<file path="config.mk">
export PLATFORM = sky130hd
export DESIGN_NAME = isa_cycle_generator_flat
export DESIGN_NICKNAME = d
export VERILOG_FILES = /design/src/rtl/isa_bus_pkg.sv /design/src/rtl/isa_cycle_generator_if.sv /design/src/rtl/isa_cs_decode.sv /design/src/rtl/isa_cycle_generator.sv /design/src/flat_wrapper.sv
export SDC_FILE = /design/constraint.sdc
export NUM_CORES = 1
export LEC_CHECK = 0
export ABC_AREA = 1
export BUFFER_PORTS_ARGS = -buffer_cell sky130_fd_sc_hd__buf_2
export CELL_PAD_IN_SITES_DETAIL_PLACEMENT = 2
export CELL_PAD_IN_SITES_GLOBAL_PLACEMENT = 2
export CORE_UTILIZATION = 27
export DETAILED_ROUTE_END_ITERATION = 12
export PLACE_DENSITY_LB_ADDON = 0.08
export SYNTH_ARGS = -nofsm -noshare
export SYNTH_HDL_FRONTEND = slang
export SYNTH_SLANG_ARGS = --single-unit
</file>
<file path="constraint.sdc">
create_clock -name Clock50MHz -period 3.8 [get_ports Clock50MHz]
set_clock_uncertainty 0.2 [all_clocks]
set_input_delay 0.76 -clock Clock50MHz [delete_from_list [all_inputs] [get_ports Clock50MHz]]
set_output_delay 0.76 -clock Clock50MHz [all_outputs]
set_load 0.02 [all_outputs]
</file>
<file path="src/rtl/isa_bus_pkg.sv">
// Purpose : shared ISA bus types: FSM states, encoded chip-select codes, default timing.
// Latency : n/a (types and constants only).
// Backpr. : n/a. The ISA listener uses the same encoded chip-select values.
package isa_bus_pkg;

  typedef enum logic [2:0] {
    ST_IDLE = 3'd0,
    ST_ADDR = 3'd1,
    ST_BALE = 3'd2,
    ST_CMD  = 3'd3,
    ST_WAIT = 3'd4,
    ST_HOLD = 3'd5,
    ST_RESP = 3'd6
  } state_t;

  // Encoded chip select. Codes 5..7 select nothing.
  typedef logic [2:0] enc_cs_t;
  localparam enc_cs_t CS_NONE = 3'd0;
  localparam enc_cs_t CS_0    = 3'd1;
  localparam enc_cs_t CS_1    = 3'd2;
  localparam enc_cs_t CS_2    = 3'd3;
  localparam enc_cs_t CS_3    = 3'd4;

  // Default timing, in Clock50MHz cycles.
  localparam int T_ADDR_DEF  = 2;
  localparam int T_BALE_DEF  = 3;
  localparam int T_CMD_DEF   = 10;
  localparam int T_HOLD_DEF  = 2;
  localparam int TIMEOUT_DEF = 1000;

  // The state down-counter is wide enough for TIMEOUT up to 65536.
  localparam int CNT_W = 16;
  typedef logic [CNT_W-1:0] cnt_t;

  // A phase lasting 'cycles' cycles loads cycles-1 and leaves on zero.
  function automatic cnt_t cnt_load(input int cycles);
    return cnt_t'(cycles - 1);
  endfunction

endpackage

</file>
<file path="src/rtl/isa_cycle_generator_if.sv">
// Purpose : host command/response and ISA bus signals of the cycle generator.
// Latency : n/a (wiring only).
// Backpr. : CmdValid/CmdReady handshake; IOCHRDY low stretches the bus cycle.
// master = the cycle generator, slave = host plus bus target (or a bench).
// SDIn is the resolved SD bus value seen by the initiator during reads.
interface isa_cycle_generator_if;
  logic                 CmdValid;
  logic                 CmdReady;
  logic [19:0]          CmdAddr;
  logic [15:0]          CmdData;
  logic                 CmdIsIO;
  logic                 CmdIsWrite;
  logic                 CmdIs16;
  isa_bus_pkg::enc_cs_t CmdCs;
  logic                 RspValid;
  logic [15:0]          RspData;
  logic                 RspTimeout;
  logic [19:0]          SA;
  logic [15:0]          SD;
  logic                 SDOe;
  logic [15:0]          SDIn;
  logic                 SBHE;
  logic                 AEN;
  logic                 BALE;
  logic                 nIOR;
  logic                 nIOW;
  logic                 nMEMR;
  logic                 nMEMW;
  logic [3:0]           nCS;
  logic                 IOCHRDY;

  modport master (
    input  CmdValid, CmdAddr, CmdData, CmdIsIO, CmdIsWrite, CmdIs16, CmdCs,
    input  SDIn, IOCHRDY,
    output CmdReady, RspValid, RspData, RspTimeout,
    output SA, SD, SDOe, SBHE, AEN, BALE, nIOR, nIOW, nMEMR, nMEMW, nCS
  );

  modport slave (
    output CmdValid, CmdAddr, CmdData, CmdIsIO, CmdIsWrite, CmdIs16, CmdCs,
    output SDIn, IOCHRDY,
    input  CmdReady, RspValid, RspData, RspTimeout,
    input  SA, SD, SDOe, SBHE, AEN, BALE, nIOR, nIOW, nMEMR, nMEMW, nCS
  );
endinterface

</file>
<file path="src/rtl/isa_cs_decode.sv">
// Purpose : encoded chip select to one-cold nCS[3:0]; unused codes deselect all.
// Latency : combinational.
// Backpr. : none.
// Ports   : i_cs (encoded CS), o_ncs (active-low chip selects).
module isa_cs_decode
  import isa_bus_pkg::*;
(
  input  enc_cs_t    i_cs,
  output logic [3:0] o_ncs
);

  always_comb begin
    o_ncs = 4'b1111;
    case (i_cs)
      CS_0:    o_ncs = 4'b1110;
      CS_1:    o_ncs = 4'b1101;
      CS_2:    o_ncs = 4'b1011;
      CS_3:    o_ncs = 4'b0111;
      default: o_ncs = 4'b1111;
    endcase
  end

endmodule

</file>
<file path="src/rtl/isa_cycle_generator.sv">
// Purpose : ISA bus initiator; one host command becomes one I/O or memory read/write cycle.
// Latency : T_ADDR+T_BALE+T_CMD+W+T_HOLD+1 cycles from handshake to RspValid (W = wait cycles).
// Backpr. : CmdReady only in IDLE (no queue); IOCHRDY low extends the strobe up to TIMEOUT cycles.
// Ports   : Clock50MHz, Reset (async, active-high), bus (master modport: host command/response,
//           SA/SD/SDOe/SBHE/AEN/BALE, four command strobes, nCS, IOCHRDY and read data SDIn).
module isa_cycle_generator
  import isa_bus_pkg::*;
#(
  parameter int T_ADDR  = T_ADDR_DEF,
  parameter int T_BALE  = T_BALE_DEF,
  parameter int T_CMD   = T_CMD_DEF,
  parameter int T_HOLD  = T_HOLD_DEF,
  parameter int TIMEOUT = TIMEOUT_DEF
) (
  input  logic                   Clock50MHz,
  input  logic                   Reset,
  isa_cycle_generator_if.master  bus
);

  state_t      r_state;
  cnt_t        r_cnt;
  logic        r_is_io;
  logic        r_is_wr;
  logic        r_is16;
  logic        r_timeout;
  logic [15:0] r_rd_dat;
  logic        r_rdy_meta;
  logic        r_rdy_sync;

  logic        r_cmd_rdy;
  logic        r_rsp_vld;
  logic [15:0] r_rsp_dat;
  logic        r_rsp_to;
  logic [19:0] r_sa;
  logic [15:0] r_sd;
  logic        r_sdoe;
  logic        r_sbhe;
  logic        r_aen;
  logic        r_bale;
  logic        r_nior;
  logic        r_niow;
  logic        r_nmemr;
  logic        r_nmemw;
  logic [3:0]  r_ncs;

  logic [3:0]  w_ncs;
  logic [15:0] w_rd_sample;

  isa_cs_decode u_cs_decode (
    .i_cs  (bus.CmdCs),
    .o_ncs (w_ncs)
  );

  // 8-bit reads only see the low data lane.
  assign w_rd_sample = r_is16 ? bus.SDIn : {8'h00, bus.SDIn[7:0]};

  // IOCHRDY comes from the target's clock domain; resets to "ready".
  always_ff @(posedge Clock50MHz or posedge Reset) begin
    if (Reset) begin
      r_rdy_meta <= 1'b1;
      r_rdy_sync <= 1'b1;
    end else begin
      r_rdy_meta <= bus.IOCHRDY;
      r_rdy_sync <= r_rdy_meta;
    end
  end

  // Every output is a flop updated on the state transition that needs it,
  // so strobes and BALE cannot glitch and only one strobe is ever low.
  always_ff @(posedge Clock50MHz or posedge Reset) begin
    if (Reset) begin
      r_state   <= ST_IDLE;
      r_cnt     <= '0;
      r_is_io   <= 1'b0;
      r_is_wr   <= 1'b0;
      r_is16    <= 1'b0;
      r_timeout <= 1'b0;
      r_rd_dat  <= 16'h0000;
      r_cmd_rdy <= 1'b1;
      r_rsp_vld <= 1'b0;
      r_rsp_dat <= 16'h0000;
      r_rsp_to  <= 1'b0;
      r_sa      <= 20'h00000;
      r_sd      <= 16'h0000;
      r_sdoe    <= 1'b0;
      r_sbhe    <= 1'b1;
      r_aen     <= 1'b1;
      r_bale    <= 1'b0;
      r_nior    <= 1'b1;
      r_niow    <= 1'b1;
      r_nmemr   <= 1'b1;
      r_nmemw   <= 1'b1;
      r_ncs     <= 4'b1111;
    end else begin
      r_rsp_vld <= 1'b0;
      case (r_state)
        ST_IDLE: begin
          if (bus.CmdValid) begin
            r_is_io   <= bus.CmdIsIO;
            r_is_wr   <= bus.CmdIsWrite;
            r_is16    <= bus.CmdIs16;
            r_timeout <= 1'b0;
            r_cmd_rdy <= 1'b0;
            r_sa      <= bus.CmdAddr;
            r_sd      <= bus.CmdIsWrite ? bus.CmdData : 16'h0000;
            r_sdoe    <= bus.CmdIsWrite;
            r_sbhe    <= ~bus.CmdIs16;
            r_aen     <= 1'b0;
            r_ncs     <= w_ncs;
            r_cnt     <= cnt_load(T_ADDR);
            r_state   <= ST_ADDR;
          end
        end

        ST_ADDR: begin
          if (r_cnt == '0) begin
            r_bale  <= 1'b1;
            r_cnt   <= cnt_load(T_BALE);
            r_state <= ST_BALE;
          end else begin
            r_cnt <= r_cnt - 1'b1;
          end
        end

        ST_BALE: begin
          if (r_cnt == '0) begin
            r_bale  <= 1'b0;
            r_nior  <= ~( r_is_io & ~r_is_wr);
            r_niow  <= ~( r_is_io &  r_is_wr);
            r_nmemr <= ~(~r_is_io & ~r_is_wr);
            r_nmemw <= ~(~r_is_io &  r_is_wr);
            r_cnt   <= cnt_load(T_CMD);
            r_state <= ST_CMD;
          end else begin
            r_cnt <= r_cnt - 1'b1;
          end
        end

        ST_CMD: begin
          if (r_cnt == '0) begin
            if (r_rdy_sync) begin
              // Final strobe-low cycle: capture read data and release.
              r_rd_dat <= r_is_wr ? 16'h0000 : w_rd_sample;
              r_nior   <= 1'b1;
              r_niow   <= 1'b1;
              r_nmemr  <= 1'b1;
              r_nmemw  <= 1'b1;
              r_cnt    <= cnt_load(T_HOLD);
              r_state  <= ST_HOLD;
            end else begin
              r_cnt   <= cnt_load(TIMEOUT);
              r_state <= ST_WAIT;
            end
          end else begin
            r_cnt <= r_cnt - 1'b1;
          end
        end

        ST_WAIT: begin
          if (r_rdy_sync || (r_cnt == '0)) begin
            // A timed-out read returns zero rather than whatever floats on SD.
            r_timeout <= ~r_rdy_sync;
            r_rd_dat  <= (r_is_wr || !r_rdy_sync) ? 16'h0000 : w_rd_sample;
            r_nior    <= 1'b1;
            r_niow    <= 1'b1;
            r_nmemr   <= 1'b1;
            r_nmemw   <= 1'b1;
            r_cnt     <= cnt_load(T_HOLD);
            r_state   <= ST_HOLD;
          end else begin
            r_cnt <= r_cnt - 1'b1;
          end
        end

        ST_HOLD: begin
          if (r_cnt == '0) begin
            r_rsp_vld <= 1'b1;
            r_rsp_dat <= r_rd_dat;
            r_rsp_to  <= r_timeout;
            r_sa      <= 20'h00000;
            r_sd      <= 16'h0000;
            r_sdoe    <= 1'b0;
            r_sbhe    <= 1'b1;
            r_aen     <= 1'b1;
            r_ncs     <= 4'b1111;
            r_cnt     <= '0;
            r_state   <= ST_RESP;
          end else begin
            r_cnt <= r_cnt - 1'b1;
          end
        end

        ST_RESP: begin
          r_rsp_dat <= 16'h0000;
          r_rsp_to  <= 1'b0;
          r_timeout <= 1'b0;
          r_cmd_rdy <= 1'b1;
          r_cnt     <= '0;
          r_state   <= ST_IDLE;
        end

        default: begin
          r_state   <= ST_IDLE;
          r_cmd_rdy <= 1'b1;
        end
      endcase
    end
  end

  assign bus.CmdReady   = r_cmd_rdy;
  assign bus.RspValid   = r_rsp_vld;
  assign bus.RspData    = r_rsp_dat;
  assign bus.RspTimeout = r_rsp_to;
  assign bus.SA         = r_sa;
  assign bus.SD         = r_sd;
  assign bus.SDOe       = r_sdoe;
  assign bus.SBHE       = r_sbhe;
  assign bus.AEN        = r_aen;
  assign bus.BALE       = r_bale;
  assign bus.nIOR       = r_nior;
  assign bus.nIOW       = r_niow;
  assign bus.nMEMR      = r_nmemr;
  assign bus.nMEMW      = r_nmemw;
  assign bus.nCS        = r_ncs;

endmodule
</file>
<file path="src/flat_wrapper.sv">
// flat-port wrapper written by rule: the top's interface ports become plain ports
module isa_cycle_generator_flat import isa_bus_pkg::*;
#(
  parameter int T_ADDR  = T_ADDR_DEF,
  parameter int T_BALE  = T_BALE_DEF,
  parameter int T_CMD   = T_CMD_DEF,
  parameter int T_HOLD  = T_HOLD_DEF,
  parameter int TIMEOUT = TIMEOUT_DEF
)
  (Clock50MHz, Reset, bus_CmdValid, bus_CmdAddr, bus_CmdData, bus_CmdIsIO, bus_CmdIsWrite, bus_CmdIs16, bus_CmdCs, bus_SDIn, bus_IOCHRDY, bus_CmdReady, bus_RspValid, bus_RspData, bus_RspTimeout, bus_SA, bus_SD, bus_SDOe, bus_SBHE, bus_AEN, bus_BALE, bus_nIOR, bus_nIOW, bus_nMEMR, bus_nMEMW, bus_nCS);
  isa_cycle_generator_if bus_i ();
  input  logic Clock50MHz;
  input  logic Reset;
  input wire logic [$bits(bus_i.CmdValid)-1:0] bus_CmdValid;
  input wire logic [$bits(bus_i.CmdAddr)-1:0] bus_CmdAddr;
  input wire logic [$bits(bus_i.CmdData)-1:0] bus_CmdData;
  input wire logic [$bits(bus_i.CmdIsIO)-1:0] bus_CmdIsIO;
  input wire logic [$bits(bus_i.CmdIsWrite)-1:0] bus_CmdIsWrite;
  input wire logic [$bits(bus_i.CmdIs16)-1:0] bus_CmdIs16;
  input wire logic [$bits(bus_i.CmdCs)-1:0] bus_CmdCs;
  input wire logic [$bits(bus_i.SDIn)-1:0] bus_SDIn;
  input wire logic [$bits(bus_i.IOCHRDY)-1:0] bus_IOCHRDY;
  output wire logic [$bits(bus_i.CmdReady)-1:0] bus_CmdReady;
  output wire logic [$bits(bus_i.RspValid)-1:0] bus_RspValid;
  output wire logic [$bits(bus_i.RspData)-1:0] bus_RspData;
  output wire logic [$bits(bus_i.RspTimeout)-1:0] bus_RspTimeout;
  output wire logic [$bits(bus_i.SA)-1:0] bus_SA;
  output wire logic [$bits(bus_i.SD)-1:0] bus_SD;
  output wire logic [$bits(bus_i.SDOe)-1:0] bus_SDOe;
  output wire logic [$bits(bus_i.SBHE)-1:0] bus_SBHE;
  output wire logic [$bits(bus_i.AEN)-1:0] bus_AEN;
  output wire logic [$bits(bus_i.BALE)-1:0] bus_BALE;
  output wire logic [$bits(bus_i.nIOR)-1:0] bus_nIOR;
  output wire logic [$bits(bus_i.nIOW)-1:0] bus_nIOW;
  output wire logic [$bits(bus_i.nMEMR)-1:0] bus_nMEMR;
  output wire logic [$bits(bus_i.nMEMW)-1:0] bus_nMEMW;
  output wire logic [$bits(bus_i.nCS)-1:0] bus_nCS;
  assign bus_i.CmdValid = bus_CmdValid;
  assign bus_i.CmdAddr = bus_CmdAddr;
  assign bus_i.CmdData = bus_CmdData;
  assign bus_i.CmdIsIO = bus_CmdIsIO;
  assign bus_i.CmdIsWrite = bus_CmdIsWrite;
  assign bus_i.CmdIs16 = bus_CmdIs16;
  assign bus_i.CmdCs = bus_CmdCs;
  assign bus_i.SDIn = bus_SDIn;
  assign bus_i.IOCHRDY = bus_IOCHRDY;
  assign bus_CmdReady = bus_i.CmdReady;
  assign bus_RspValid = bus_i.RspValid;
  assign bus_RspData = bus_i.RspData;
  assign bus_RspTimeout = bus_i.RspTimeout;
  assign bus_SA = bus_i.SA;
  assign bus_SD = bus_i.SD;
  assign bus_SDOe = bus_i.SDOe;
  assign bus_SBHE = bus_i.SBHE;
  assign bus_AEN = bus_i.AEN;
  assign bus_BALE = bus_i.BALE;
  assign bus_nIOR = bus_i.nIOR;
  assign bus_nIOW = bus_i.nIOW;
  assign bus_nMEMR = bus_i.nMEMR;
  assign bus_nMEMW = bus_i.nMEMW;
  assign bus_nCS = bus_i.nCS;
  isa_cycle_generator #(.T_ADDR(T_ADDR), .T_BALE(T_BALE), .T_CMD(T_CMD), .T_HOLD(T_HOLD), .TIMEOUT(TIMEOUT)) u_core (.Clock50MHz(Clock50MHz), .Reset(Reset), .bus(bus_i));
endmodule
</file>
==> metrics.csv <==
stage;metric;value;unit
floorplan;DIE WIDTH;138;um
synthesis;Post-Synthesis Cells;624;
sta;Final setup viols;0;
global_route;largest net degree at the start of global routing;65;
detailed_routing;Via density;4.67;
sta;fin. max-slew vios;0;
clock_network;cts repair resizes;0;
synthesis;register area share after synthesis;54.8;%
cells_and_area;Layout Nets;811;
status;outcome;finished clean;
synthesis;average instance area after synthesis;7.95;um2
critical_path;FF-to-FF Start;u_core.r_cnt[0]$_DFFE_PP0P_;
sta;final hold slack;0.163;ns
detailed_routing;vias after detailed routing;4583;
floorplan;Vert. Die Dim;138;um
critical_path;startpoint types;flip-flop;
hold_path;Hold Startpoint;u_core.r_rdy_meta$_DFF_PP1_;
hold_path;Worst Hold Path EP;u_core.r_rdy_sync$_DFF_PP1_;
detailed_routing;Initial DRC Count;159;
synthesis;Synth area leaders;dfrtp_1 (48%), nand2_1 (20%), dfstp_2 (6.9%);
synthesis;post-synth net total;687;
global_route;antenna violations before repair;1;
synthesis;count leader, synth;nand2_1;
synthesis;area share of the leading cell type in the synthesized netlist;47.9;%
hold_path;worst hold path class;reg2reg;
sta;worst slew pin tran;0.997;ns
floorplan;effective utilization at floorplan;27.6;%
synthesis;ys async rst share;100;%
critical_path;reg2reg path depth;8;
synthesis;Synth Warn #;0;
clock_network;Worst-Skew Late Latency;0.36;ns
hold_path;hold depth;0;
detailed_routing;Max Used Layer;met4;
global_route;vias in the first global route;5054;
placement;Placer Congestion;0.802;
detailed_routing;post-route antenna net violation count;0;
synthesis;unique cell type count in the Yosys netlist;33;
detailed_routing;First-pass DRT Iterations;4;
pwr;leakage;3.47;nW
critical_path;Required @ worst endpoint;3.90;ns
global_route;grt ovf;0;
sta;Slew HR;33.3;%
clock_network;CTS Buffer Depth;2;
placement;dpl cells;966;
placement;DP HPWL;11300;um
sta;Peak Freq;383;MHz
floorplan;# IOs;129;
synthesis;EDFF count, synth;0;
detailed_routing;M1 wire length;6810;um
clock_network;TritonCTS buffer count;9;
detailed_routing;met3 wire length;929;um
floorplan;core area;0.0180;mm2
critical_path;reg2reg end;u_core.bus.RspData[0]$_DFFE_PP0P_;
synthesis;cell taking the most area after synthesis;dfrtp_1;
critical_path;CP arrival;2.71;ns
sta;crit share post-route;68.6;%
critical_path;Crit Path Category;reg2reg;
clock_network;cts hold-fix bufs;0;
run;max-cap viol count;0;
synthesis;Netlist Area Pre-Place;0.00496;mm2
sta;fin crit period;2.61;ns
sta;final setup TNS;0;ns
global_route;gr usage total;17.9;%
floorplan;die area;0.0189;mm2
clock_network;Setup Buffers After CTS;0;
placement;number of I/O port buffers;128;
synthesis;Top FF cell, synth;dfrtp_1;
cells_and_area;Area Overhead vs Synth;24.1;%
cells_and_area;Final Non-Filler Cells;982;
clock_network;htree depth;3;
cells_and_area;share of layout cells above drive strength 1;25.0;%
detailed_routing;average wire per standard cell;15.9;um
critical_path;R2R setup slack;1.19;ns
detailed_routing;drt drc;0;
sta;Final Hold Vio Count;0;
pwr;PwrDens;773;mW/mm2
critical_path;Worst setup EP type;flip-flop;
floorplan;std cell rows;49;
pwr;worst vdd ir;0.000292;V
clock_network;CTS Root Buffer Type;clkbuf_16;
clock_network;clock sinks;108;
synthesis;post-synthesis register bit count;108;
detailed_routing;final wirelength;15700;um
synthesis;synth cell count leaders;nand2_1 (259), dfrtp_1 (95), nand3_1 (66);
critical_path;CP Max Fanout;13;
detailed_routing;met2 WL;7750;um
clock_network;clk slew on worst S/H paths;0.08;ns
sta;RSZ-0062 raised after global routing;false;
global_route;first-pass GRT wire length;26000;um
cells_and_area;# diodes;0;
clock_network;CTS tree;done;
## layout by cell type, fill, tap and decap left out, drive strengths merged, types with 3 or more instances in the layout
cell type,synthesis,layout
nand3,67,67
o21ai,21,21
buf,11,130
nor3,6,6
dfrtp,95,95
nand4,5,5
xor2,3,3
clkbuf,6,9
nand2,263,263
a21oi,7,7
inv,58,62
dfstp,13,13
nor2,61,61
## critical path, stage by stage, from the launching register on
cell	delay, ns
dfrtp_1	0.42
inv_1	0.09
ha_1	0.23
nand3_1	0.17
nor2_1	0.17
nand2_1	0.20
nor2_1	0.81
nand2_1	0.13
nand2_1	0.13
## metrics by stage
stage          util (%)  power (W)  area (um2)  setup WS (ns)
2_1_floorplan         -    0.00312        4960         0.0159
6_report           34.2    0.00475        6150           1.19
5_1_grt            34.2    0.00516        6150          0.843
3_5_place_dp       32.5    0.00378        5840           1.13
4_1_cts            34.2    0.00485        6150           1.10
3_3_place_gp       32.5    0.00370        5840           1.30
## cell type report
class	instances	area, um2
Tap cell	229	287
Timing Repair Buffer	130	668
Multi-Input combinational cell	441	1940
Fill cell	2105	11800
Sequential cell	108	2720
Clock inverter	7	91.3
Inverter	58	220
Clock buffer	9	225
## cells by family (layout without fill, tap and decap cells)
group / Yosys count / count (layout) / synth area share [%]
buffers and inverters: 75 / 204 / 6.11
DFF: 108 / 108 / 54.8
and+or+nand+nor: 404 / 404 / 34.5
xor gates and xnor gates: 4 / 4 / 0.707
AOI/OAI and AO/OA: 32 / 32 / 3.61
adders and majority gates: 1 / 1 / 0.252
## worst max path at each step
| stage | to | startpoint |
|---|---|---|
| after detailed placement | u_core.bus.RspData[0]$_DFFE_PP0P_ | u_core.r_cnt[0]$_DFFE_PP0P_ |
| after global placement | u_core.bus.RspData[3]$_DFFE_PP0P_ | u_core.r_cnt[0]$_DFFE_PP0P_ |
| final | u_core.bus.RspData[0]$_DFFE_PP0P_ | u_core.r_cnt[0]$_DFFE_PP0P_ |
| after floorplan | u_core.bus.BALE$_DFFE_PP0P_ | Reset |
| after global routing | u_core.bus.RspData[0]$_DFFE_PP0P_ | u_core.r_cnt[1]$_DFFE_PP0P_ |
| after CTS | u_core.bus.RspData[0]$_DFFE_PP0P_ | u_core.r_cnt[0]$_DFFE_PP0P_ |
## routing by layer
layer | GRT usage [%] | vias to the layer above
li1 | - | 2192
met1 | 21.5 | 2288
met2 | 30.6 | 91
met3 | 5.33 | 12
met4 | 5.56 | 0
met5 | 0 | -
## sequential cells by signal, summed over array words and instances, names as in the netlist, 3 cells and up
name / cells
u_core.r_state: 3
u_core.r_cnt: 16
u_core.bus.nCS: 4
u_core.bus.RspData: 16
u_core.bus.SD: 16
u_core.bus.SA: 20
u_core.r_rd_dat: 16
## power by group
| group | leakage (nW) | switching, W | internal [W] |
|---|---|---|---|
| clock network | 0.152 | 0.000494 | 0.000530 |
| registers | 1.37 | 0.000263 | 0.00158 |
| logic | 1.95 | 0.00131 | 0.000578 |
(Power assumes the default switching activity.)
